### config.mk
export PLATFORM = sky130hd
export DESIGN_NAME = thermal_monitor
export DESIGN_NICKNAME = d
export VERILOG_FILES = /design/src/rtl/thermal_monitor_pkg.sv /design/src/rtl/sat_counter.sv /design/src/rtl/thermal_monitor.sv
export SDC_FILE = /design/constraint.sdc
export NUM_CORES = 1
export LEC_CHECK = 0
export ABC_CLOCK_PERIOD_IN_PS = 2300
export CORE_MARGIN = 1
export CORE_UTILIZATION = 40
export CTS_CLUSTER_SIZE = 28
export DETAILED_ROUTE_END_ITERATION = 7
export GPL_ROUTABILITY_DRIVEN = 0
export HOLD_SLACK_MARGIN = 0.05
export SLEW_MARGIN = 0
export SYNTH_ARGS = -nofsm -noshare
export SYNTH_HDL_FRONTEND = slang
export SYNTH_SLANG_ARGS = --single-unit
### constraint.sdc
create_clock -name clk -period 2.3 [get_ports clk]
set_input_delay 0.23 -clock clk [delete_from_list [all_inputs] [get_ports clk]]
set_output_delay 0.23 -clock clk [all_outputs]
set_load 0.03 [all_outputs]
### src/rtl/thermal_monitor_pkg.sv
// Shared types and default constants for the thermal monitor.
package thermal_monitor_pkg;

  typedef enum logic [2:0] {
    NORMAL,
    WARM,
    OVERHEATED,
    COOLING,
    FAULT
  } state_t;

  localparam logic [7:0]  DEF_HOT_TH   = 8'd90;
  localparam logic [7:0]  DEF_COOL_TH  = 8'd75;
  localparam int unsigned DEF_N_CONSEC = 4;
  localparam int unsigned DEF_TIMEOUT  = 1000;

endpackage

### src/rtl/sat_counter.sv
// Up-counter with synchronous clear (priority) and enable, saturating at LIMIT.
module sat_counter #(
  parameter int unsigned LIMIT = 1,
  parameter int unsigned W     = $clog2(LIMIT + 1)
) (
  input  logic         clk,
  input  logic         areset_n,
  input  logic         clear,
  input  logic         enable,
  output logic [W-1:0] count
);

  always_ff @(posedge clk or negedge areset_n) begin
    if (!areset_n) begin
      count <= '0;
    end else if (clear) begin
      count <= '0;
    end else if (enable && (count != W'(LIMIT))) begin
      count <= count + W'(1);
    end
  end

endmodule

### src/rtl/thermal_monitor.sv
// Hysteretic overheat detector with consecutive-sample qualification and a
// sensor watchdog that forces a fail-safe overheat indication.
module thermal_monitor
  import thermal_monitor_pkg::*;
#(
  parameter int unsigned        DATA_W   = 8,
  parameter logic [DATA_W-1:0]  HOT_TH   = DATA_W'(DEF_HOT_TH),
  parameter logic [DATA_W-1:0]  COOL_TH  = DATA_W'(DEF_COOL_TH),
  parameter int unsigned        N_CONSEC = DEF_N_CONSEC,
  parameter int unsigned        TIMEOUT  = DEF_TIMEOUT
) (
  input  logic              clk,
  input  logic              areset_n,
  input  logic              temp_valid,
  input  logic [DATA_W-1:0] temp_data,
  output logic              temp_ready,
  input  logic              fault_clear,
  output logic              cpu_overheated,
  output logic              sensor_fault
);

  if ((HOT_TH <= COOL_TH) || (N_CONSEC < 1) || (TIMEOUT < 2)) begin : g_param_check
    $error("thermal_monitor: need HOT_TH > COOL_TH, N_CONSEC >= 1, TIMEOUT >= 2");
  end

  localparam int unsigned RUN_W = $clog2(N_CONSEC + 1);
  localparam int unsigned WD_W  = $clog2(TIMEOUT + 1);

  state_t           state, state_next;
  logic [RUN_W-1:0] run_cnt;
  logic [WD_W-1:0]  wd_cnt;
  logic             run_clear, run_inc;
  logic             xfer, hot, cool, run_last, wd_expire;

  assign temp_ready = (state != FAULT);
  assign xfer       = temp_valid && temp_ready;
  assign hot        = (temp_data >= HOT_TH);
  assign cool       = (temp_data <= COOL_TH);
  assign run_last   = (run_cnt == RUN_W'(N_CONSEC - 1));
  // An accepted transfer on the expiry cycle pre-empts the fault.
  assign wd_expire  = (state != FAULT) && !xfer && (wd_cnt == WD_W'(TIMEOUT - 1));

  sat_counter #(.LIMIT(N_CONSEC), .W(RUN_W)) u_run_cnt (
    .clk      (clk),
    .areset_n (areset_n),
    .clear    (run_clear),
    .enable   (run_inc),
    .count    (run_cnt)
  );

  sat_counter #(.LIMIT(TIMEOUT), .W(WD_W)) u_watchdog (
    .clk      (clk),
    .areset_n (areset_n),
    .clear    (xfer || (state == FAULT)),
    .enable   (state != FAULT),
    .count    (wd_cnt)
  );

  always_ff @(posedge clk or negedge areset_n) begin
    if (!areset_n) begin
      state          <= NORMAL;
      cpu_overheated <= 1'b0;
      sensor_fault   <= 1'b0;
    end else begin
      state          <= state_next;
      cpu_overheated <= (state_next == OVERHEATED) || (state_next == COOLING) ||
                        (state_next == FAULT);
      sensor_fault   <= (state_next == FAULT);
    end
  end

  // The run counter is cleared on every entry to NORMAL/OVERHEATED, so a fresh
  // streak always starts from zero and the increment yields the "load 1".
  always_comb begin
    state_next = state;
    run_clear  = 1'b0;
    run_inc    = 1'b0;
    unique case (state)
      NORMAL: begin
        if (xfer && hot) begin
          if (N_CONSEC == 1) begin
            state_next = OVERHEATED;
          end else begin
            state_next = WARM;
            run_inc    = 1'b1;
          end
        end
      end
      WARM: begin
        if (xfer) begin
          if (!hot) begin
            state_next = NORMAL;
            run_clear  = 1'b1;
          end else if (run_last) begin
            state_next = OVERHEATED;
            run_clear  = 1'b1;
          end else begin
            run_inc = 1'b1;
          end
        end
      end
      OVERHEATED: begin
        if (xfer && cool) begin
          if (N_CONSEC == 1) begin
            state_next = NORMAL;
          end else begin
            state_next = COOLING;
            run_inc    = 1'b1;
          end
        end
      end
      COOLING: begin
        if (xfer) begin
          if (!cool) begin
            state_next = OVERHEATED;
            run_clear  = 1'b1;
          end else if (run_last) begin
            state_next = NORMAL;
            run_clear  = 1'b1;
          end else begin
            run_inc = 1'b1;
          end
        end
      end
      FAULT: begin
        run_clear = 1'b1;
        if (fault_clear) state_next = OVERHEATED;
      end
      default: begin
        state_next = NORMAL;
        run_clear  = 1'b1;
      end
    endcase
    if (wd_expire) begin
      state_next = FAULT;
      run_clear  = 1'b1;
    end
  end

endmodule

# After elaboration in Yosys (flattened, before gate mapping)
# Index checks and enable logic that the tools add are counted.
dict set report totals {
  reg_bits 18
  latch_bits 0
  mem_bits_rw 0
  rom_bits 0
  input_bits 12
  out_inout_bits 3
  wordCells 66
  mem_count 0
}
dict set report classes {
  add_sub_neg 2
  n_mul 0
  n_div 0
  magnitude_cmp 2
  n_eq_ne 12
  shift 0
  n_mux 30
  bitwise 0
  reduce_logical 15
}
# cell count
set ops {}
lappend ops {{$mux W3} 12}
lappend ops {{$mux W10} 2}
lappend ops {{$eq A3 B2 Y1 const B} 5}
lappend ops {{$pmux W3 S5} 1}
lappend ops {{$mux W1} 13}
lappend ops {{$add A10 B1 Y10 const B} 1}
lappend ops {{$eq A10 B10 Y1 const B} 1}
lappend ops {{$ne A10 B10 Y1 const B} 1}
lappend ops {{$ge A8 B7 Y1 const B} 1}
lappend ops {{$le A8 B7 Y1 const B} 1}
lappend ops {{$logic_and A1 B1 Y1} 7}
lappend ops {{$eq A3 B3 Y1 const B} 2}
lappend ops {{$ne A3 B3 Y1 const B} 2}
lappend ops {{$pmux W1 S4} 1}
lappend ops {{$reduce_bool A2 Y1} 2}
lappend ops {{$add A3 B1 Y3 const B} 1}
lappend ops {{$eq A3 B1 Y1 const B} 1}
lappend ops {{$logic_not A3 Y1} 1}
lappend ops {{$logic_or A1 B1 Y1} 3}
lappend ops {{$pmux W1 S3} 1}
lappend ops {{$reduce_or A2 Y1} 1}
lappend ops {{$logic_not A1 Y1} 1}

# Logic depth before layout (Yosys ltp)
# Gate-level depths: netlist of the first run.
dict set report logic_depth {
  word_depth 9
  ltp_mapped 6
  depth_no_buf 6
}

# Modules after synthesis
# From an unflattened synthesis of the first run, not the netlist that was laid out.
dict set report unflattened {
  cells_unflattened 132
  area_unflattened_um2 1256.2
}
# mod instances cells_per_inst area_per_inst_um2 seq_area_each_um2
set by_module_without_submodules {}
lappend by_module_without_submodules {{sat_counter (u_watchdog)} 1 64 626.9 250.2}
lappend by_module_without_submodules {thermal_monitor 1 51 430.4 125.1}
lappend by_module_without_submodules {{sat_counter (u_run_cnt)} 1 17 198.9 75.1}

# Least setup slack after synthesis of the first run
# No wires, ideal clock.
dict set report synth_timing {
  kind {flip-flop to flip-flop}
  start {reg u_run_cnt.count[0]}
  end {reg u_run_cnt.count[2]}
  setup_time_ns 0.079
  t_arrival_ns 1.631
  required_time_ns 2.221
  path_slack_ns 0.590
  stages_incl_launch_ff 7
  path_buffers 0
  synth_period_minus_slack_ns 1.710
  cell_sequence {dfrtp_1 -> ha_1 -> ha_1 -> a2111oi_1 -> o211a_1 -> or2_4 -> mux2i_1}
}
dict set report synth_via {
  elab_chain_cells 7
  elab_cells_between_ends 20
  classes_between {add/sub (1); eq/ne (2); mux (15); reduce/logical (2)}
}
# item line_no
set synth_rtl {}
lappend synth_rtl {{from (decl)} sat_counter.sv:10} ;# output logic [W-1:0] count
lappend synth_rtl {{from (signal assigned)} sat_counter.sv:19} ;# count <= count + W'(1);
lappend synth_rtl {{$eq A3 B2 Y1} thermal_monitor.sv:39} ;# assign run_last = (run_cnt == RUN_W'(N_CONSEC - 1));
lappend synth_rtl {{$mux W1} {thermal_monitor.sv:94, thermal_monitor.sv:117}}
lappend synth_rtl {{$mux W1, on equally long branches} {thermal_monitor.sv:114, thermal_monitor.sv:91}}
lappend synth_rtl {{$mux W1, on equally long branches} {thermal_monitor.sv:113, thermal_monitor.sv:90}}
lappend synth_rtl {{$pmux W1 S3 / $pmux W1 S4 (equally long branches)} thermal_monitor.sv:78} ;# unique case (state)
lappend synth_rtl {{$mux W1 / $logic_and A1 B1 Y1 (equally long branches)} {thermal_monitor.sv:134, sat_counter.sv:18}}
lappend synth_rtl {{$mux W3 / $reduce_bool A2 Y1 (equally long branches)} --}
# Several ways; a longest one is shown, not always the timed one. The select of a mux whose other input is x is not followed.
# A chain may end at the register's enable or synchronous reset.

# Worst setup path in the final report of the first run
dict set report layout_timing {
  start {reg state[0]}
  end {out temp_ready}
}
dict set report layout_via {
  elab_chain_cells 1
}
# item line_no
set layout_rtl {}
lappend layout_rtl {{from (decl)} thermal_monitor.sv:29} ;# state_t state, state_next;
lappend layout_rtl {{from (signal assigned)} thermal_monitor.sv:65} ;# state <= state_next;
lappend layout_rtl {{$ne A3 B3 Y1} thermal_monitor.sv:35} ;# assign temp_ready = (state != FAULT);
lappend layout_rtl {{to (decl)} thermal_monitor.sv:16} ;# output logic temp_ready,
# No other way between the ends.

==> flow_metrics.py, run 1 <==
metrics = {
    "power_and_ir_drop": {
        "power.density_nw_per_um2": 586,
        "power_mw": 0.769,
        "ir_drop_mv": 0.413,
        "cellLeakagePower_nw": 0.544,
    },
    "die": {
        "start_util_pct": 43.4,
        "die_area_sq_um": 2970,
        "fp.coreArea_sq_um": 2540,
        "die_width_microns": 54.5,
        "ios": 15,
        "rows": 18,
        "die_h_microns": 54.5,
    },
    "synthesis": {
        "synth_cell_types": 35,
        "post_synth.cell_area_avg_sq_um": 9.35,
        "synth_seq_cells": 18,
        "yosys.area.top_type": "dfrtp_1",
        "synth_area_leaders": "dfrtp_1, ha_1, nor2_1",
        "synth_cells": 118,
        "yosysWarnings": 0,
        "synth_seq_area_share_pct": 40.8,
        "syn_area_sq_um": 1100,
        "syn_nets": 135,
        "synth.top_cell.area_share_pct": 40.8,
    },
    "grt": {
        "grt_max_degree": 19,
        "grt_usage_pct": 15.8,
        "overflow": 0,
        "grt_pass1_wl_microns": 3350,
        "grt_pass1_vias": 775,
        "grt_antenna_before_repair": 0,
    },
    "drt": {
        "maxUsedRoutingLayer": "met3",
        "drc": 0,
        "ant_nets": 0,
        "drt_first_iter_violations": 26,
        "wl_met3_microns": 81,
        "viasPerCell": 5.35,
        "num_vias": 883,
        "wire_per_inst_microns": 13.0,
        "wirelength_met1_microns": 1080,
        "met2RoutedLength_microns": 982,
        "wl_microns": 2150,
        "drtPass1Iterations": 4,
    },
    "placement": {
        "portBuffers": 13,
        "dpl.hpwl_microns": 1680,
    },
    "setup_path": {
        "crit_path_end_kind": "output pin",
        "critPathMaxFanout": 8,
        "reg2reg_depth": 6,
        "r2r_end": "u_run_cnt.count[2]",
        "reg2reg_from": "u_run_cnt.count[0]",
        "ff2ff_setup_slack_ns": 0.42,
        "cp.arrival_ns": 1.71,
        "startpoint_type": "flip-flop",
        "crit_required_ns": 2.07,
        "crit_type": "reg -> out",
    },
    "cts": {
        "cts_sinks": 18,
        "cts_buffers": 3,
        "cts_buffer_depth": 2,
        "cts_setup_buffers": 0,
        "path_clk_slew_ns": 0.10,
        "cts_root_buffer": "clkbuf_4",
        "insertion_delay_ns": 0.29,
        "htree_num_levels": 1,
        "tritoncts": "yes",
        "ctsHoldBuffers": 0,
        "cts_resized": 0,
    },
    "sta": {
        "period_needed_ns": 1.94,
        "worstMarginPinSlew_ns": 0.377,
        "rsz0062_at_grt": "no",
        "hold_viol_final": 0,
        "fmax_mhz": 514,
        "slew_headroom_pct": 74.8,
        "post-route-period-util_pct": 84.5,
        "maxSlewViolCount": 0,
        "fin_tns_setup_ns": 0,
        "setup_viol": 0,
        "skew_ns": 0.00420,
    },
    "cells_and_area": {
        "drive_gt1_share_pct": 9.63,
        "post-route-util_pct": 51.5,
        "fillers": 247,
        "syn_to_final_growth_pct": 18.8,
        "layout.nets": 153,
        "diodes": 0,
    },
    "min_path": {
        "hold_class": "in -> async",
    },
    "run_status": {
        "status": "complete, no violations",
    },
    "flow_run": {
        "max_cap_viol_count": 0,
    },
}
layout make-up:
class / count / area, sq um / area share [%]
inverters: 9 / 33.8 / 2.58
well taps: 30 / 37.5 / 2.86
repair buffers: 14 / 138 / 10.5
multi-input cells: 90 / 616 / 46.9
flip-flops and latches: 18 / 450 / 34.4
clock buffers: 4 / 36.3 / 2.77
critical path, cell delays in order, from the launching register on:
cell	delay (ns)
dfrtp_1	0.50
nor2_1	0.08
nand2_1	0.15
clkdlybuf4s50_1	0.69
flip-flops by register name, summed over array words and instances, names as in the netlist:
signal            count
cpu_overheated        1
u_watchdog.count     10
state                 3
sensor_fault          1
u_run_cnt.count       3
cell families (layout without fill, tap and decap cells):
logic type / count (synthesis) / in the layout / synth area share [%]
simple gates: 46 / 46 / 23.5
xor+xnor: 8 / 8 / 6.35
mux: 2 / 2 / 1.81
compound gates: 29 / 29 / 18.5
flops: 18 / 18 / 40.8
fa+ha+maj: 5 / 5 / 5.67
buf+inv: 10 / 27 / 3.40
layer usage:
layer	GRT usage [%]	up-vias
met5	0	-
met3	5.83	0
met1	20.8	417
li1	-	452
met4	2.56	0
met2	24.8	14
cell usage after synthesis (all sizes together):
cell and instances:
dfrtp 18, nor2 14, a21oi 11, inv 9, nand3 8, nand2 7, o21ai 7, xnor2 6
ha 5, nand2b 4, nor3 4, a2111oi 2, and3 2, mux2i 2, nand3b 2, o211a 2
xor2 2, a211o 1, a211oi 1, a311o 1, a31oi 1, and4b 1, clkbuf 1, nor3b 1
nor4b 1, o2111ai 1, o21bai 1, o22a 1, or2 1, or3b 1
where the power goes:
part,total (mW),switching (mW),internal [mW]
combinational,0.192,0.102,0.0901
sequential,0.382,0.0341,0.348
clock,0.194,0.0976,0.0965
through the flow:
stage | cells | area (sq um) | setup slack, ns | hold WS [ns]
2_1_floorplan | 118 | 1100 | 0.590 | -0.0656
3_3_place_gp | 161 | 1270 | 0.385 | 0.533
3_5_place_dp | 161 | 1270 | 0.335 | 0.542
4_1_cts | 165 | 1310 | 0.344 | 0.252
5_1_grt | 165 | 1310 | 0.253 | 0.271
6_report | 165 | 1310 | 0.356 | 0.250
placed cells by master (no fill, tap or decap), drive strengths merged, types with 2 or more instances in the layout:
cell type,synthesis,routed
clkbuf,1,4
nand3,8,8
a21oi,11,11
nor2,14,14
xnor2,6,6
o21ai,7,7
o211a,2,2
nand2b,4,4
mux2i,2,2
and3,2,2
nand3b,2,2
nor3,4,4
xor2,2,2
ha,5,5
clkdlybuf4s50,0,13
inv,9,9
nand2,7,7
dfrtp,18,18
a2111oi,2,2
worst max path at each step:
stage,from,endpoint,slack (ns),depth (start not counted)
finish,state[0],temp_ready,0.36,3
global placement,temp_data[6],u_run_cnt.count[2],0.39,6
floorplan,u_run_cnt.count[0],u_run_cnt.count[2],0.59,6
global route,state[0],temp_ready,0.25,3
CTS,state[0],temp_ready,0.34,3
detailed placement,temp_data[6],u_run_cnt.count[2],0.33,6
Power figures use the tool's default switching activity.
==> inputs of run 2 (changes only) <==
--- a/config.mk
+++ b/config.mk
@@ -5,7 +5,7 @@
 export SDC_FILE = /design/constraint.sdc
 export NUM_CORES = 1
 export LEC_CHECK = 0
-export ABC_CLOCK_PERIOD_IN_PS = 2300
+export ABC_CLOCK_PERIOD_IN_PS = 1660
 export CORE_MARGIN = 1
 export CORE_UTILIZATION = 40
 export CTS_CLUSTER_SIZE = 28
==> constraint.sdc (replaced) <==
create_clock -name clk -period 1.66 [get_ports clk]
set_input_delay 0.166 -clock clk [delete_from_list [all_inputs] [get_ports clk]]
set_output_delay 0.166 -clock clk [all_outputs]
set_load 0.03 [all_outputs]
==> flow_metrics.py, run 2 (synthesis results as in run 1) <==
metrics = {
    "setup_path": {
        "reg2reg_from": "u_run_cnt.count[0]",
        "r2r_end": "u_run_cnt.count[2]",
        "reg2reg_depth": 6,
        "ff2ff_setup_slack_ns": 0.07,
        "crit_path_end_kind": "flip-flop",
        "critPathMaxFanout": 3,
        "startpoint_type": "flip-flop",
        "crit_type": "reg -> reg",
        "cp.arrival_ns": 1.80,
        "crit_required_ns": 1.87,
    },
    "sta": {
        "hold_ws_ns": 0.201,
        "post-route-period-util_pct": 95.6,
        "period_needed_ns": 1.59,
        "slew_headroom_pct": 77.0,
        "fin_tns_setup_ns": 0,
        "worstMarginPinSlew_ns": 0.344,
        "skew_ns": 0.00320,
        "rsz0062_at_grt": "yes",
        "setup_slack_ns": 0.0729,
        "hold_viol_final": 0,
        "setup_viol": 0,
        "fmax_mhz": 630,
        "maxSlewViolCount": 0,
    },
    "grt": {
        "overflow": 0,
        "grt_pass1_vias": 928,
        "grt_max_degree": 19,
        "grt_pass1_wl_microns": 3940,
        "grt_usage_pct": 18.9,
        "grt_antenna_before_repair": 0,
    },
    "cells_and_area": {
        "top_register": "u_watchdog.count",
        "postLayoutCellArea_sq_um": 1520,
        "drive_gt1_share_pct": 25.2,
        "largest_register_ffs": 10,
        "final_common_cell": "buf_4",
        "post-route-util_pct": 59.5,
        "reg.largest.list": "u_watchdog.count (10), state (3), u_run_cnt.count (3)",
        "syn_to_final_growth_pct": 37.3,
        "layout.nets": 174,
        "mostFrequentLayoutCells": "buf_4, dfrtp_1, nor2_1",
        "fillers": 225,
        "diodes": 0,
    },
    "cts": {
        "cts_buffer_depth": 2,
        "insertion_delay_ns": 0.28,
        "htree_num_levels": 1,
        "tritoncts": "yes",
        "cts_sinks": 18,
        "path_clk_slew_ns": 0.10,
        "cts_buffers": 3,
        "cts_root_buffer": "clkbuf_4",
    },
    "drt": {
        "wire_per_inst_microns": 12.5,
        "num_vias": 952,
        "ant_nets": 0,
        "viasPerCell": 5.15,
        "wl_microns": 2320,
        "drt_first_iter_violations": 4,
        "drtPass1Iterations": 4,
        "drc": 0,
    },
    "placement": {
        "portBuffers": 13,
        "dpl.hpwl_microns": 1710,
        "place_ws_ns": -0.133,
        "dpl_cell_area_sq_um": 1430,
    },
    "die": {
        "rows": 18,
        "fp.coreArea_sq_um": 2540,
        "die_h_microns": 54.5,
        "start_util_pct": 43.4,
        "die_width_microns": 54.5,
        "die_area_sq_um": 2970,
        "ios": 15,
    },
    "flow_run": {
        "max_cap_viol_count": 0,
    },
    "power_and_ir_drop": {
        "cellLeakagePower_nw": 0.641,
        "power.density_nw_per_um2": 761,
        "p_clk_share_pct": 18.0,
        "power_frac_seq_pct": 45.5,
        "p_switching_mw": 0.365,
        "internal_power_mw": 0.787,
        "switching_share_pct": 31.7,
        "combPwrFrac_pct": 36.4,
        "ir_drop_mv": 0.558,
    },
    "min_path": {
        "hold_class": "in -> async",
    },
    "run_status": {
        "status": "complete, no violations",
    },
}
## run 2: layer usage
layer | track usage (%) | up-vias | part of all wire (%)
met5 | 0 | - | 0
met4 | 7.69 | 0 | 0.82
met3 | 2.50 | 2 | 1.5
met2 | 35.6 | 8 | 53
met1 | 21.1 | 450 | 44
li1 | - | 492 | -
## run 2: metrics by stage
step                      std cells  power [mW]
final                           185        1.15
after global routing            185        1.24
after CTS                       184        1.14
after detailed placement        181       0.882
after global placement          181       0.862
after floorplan                 118       0.725
## run 2: area by class of cell
class / count / area (sq um) / area share, %
multi-input cells: 90 / 673 / 44.4
repair buffers: 35 / 298 / 19.7
flip-flops and latches: 18 / 450 / 29.7
clock buffers: 3 / 22.5 / 1.49
well taps: 30 / 37.5 / 2.48
inverters: 9 / 33.8 / 2.23
## run 2: power by group through the flow
| stage | sequential (mW) | combinational (mW) | clock [mW] |
|---|---|---|---|
| CTS | 0.523 | 0.397 | 0.220 |
| finish | 0.525 | 0.420 | 0.208 |
| global route | 0.534 | 0.475 | 0.234 |
| global placement | 0.529 | 0.333 | 0 |
| detailed placement | 0.531 | 0.351 | 0 |
| floorplan | 0.529 | 0.196 | 0 |
## run 2: worst max-delay path by stage
stage / end / startpoint / cells past startpoint / slack [ns]
5_1_grt: u_run_cnt.count[2] / u_run_cnt.count[0] / 6 / -0.04
6_report: u_run_cnt.count[2] / u_run_cnt.count[0] / 6 / 0.07
4_1_cts: u_run_cnt.count[2] / u_run_cnt.count[1] / 7 / 0.009
3_3_place_gp: u_run_cnt.count[2] / temp_data[3] / 6 / -0.11
3_5_place_dp: cpu_overheated / temp_data[3] / 6 / -0.13
2_1_floorplan: u_run_cnt.count[2] / u_run_cnt.count[0] / 6 / 0.02
## run 2: what timing repair did
item                                   CTS  global route
setup endpoints to repair                4             5
hold buffers                             0             0
setup buffers                            0             1
pin swaps                                5             8
endpoints found under the hold margin    0             0
gates resized for setup                  5             4
## run 2: critical path, cell delays in order, from the launching register on
cell and delay, ns:
dfrtp_1 0.42, ha_2 0.22, ha_4 0.17, a2111oi_4 0.19
o211a_1 0.22, or2_4 0.14, mux2i_1 0.16
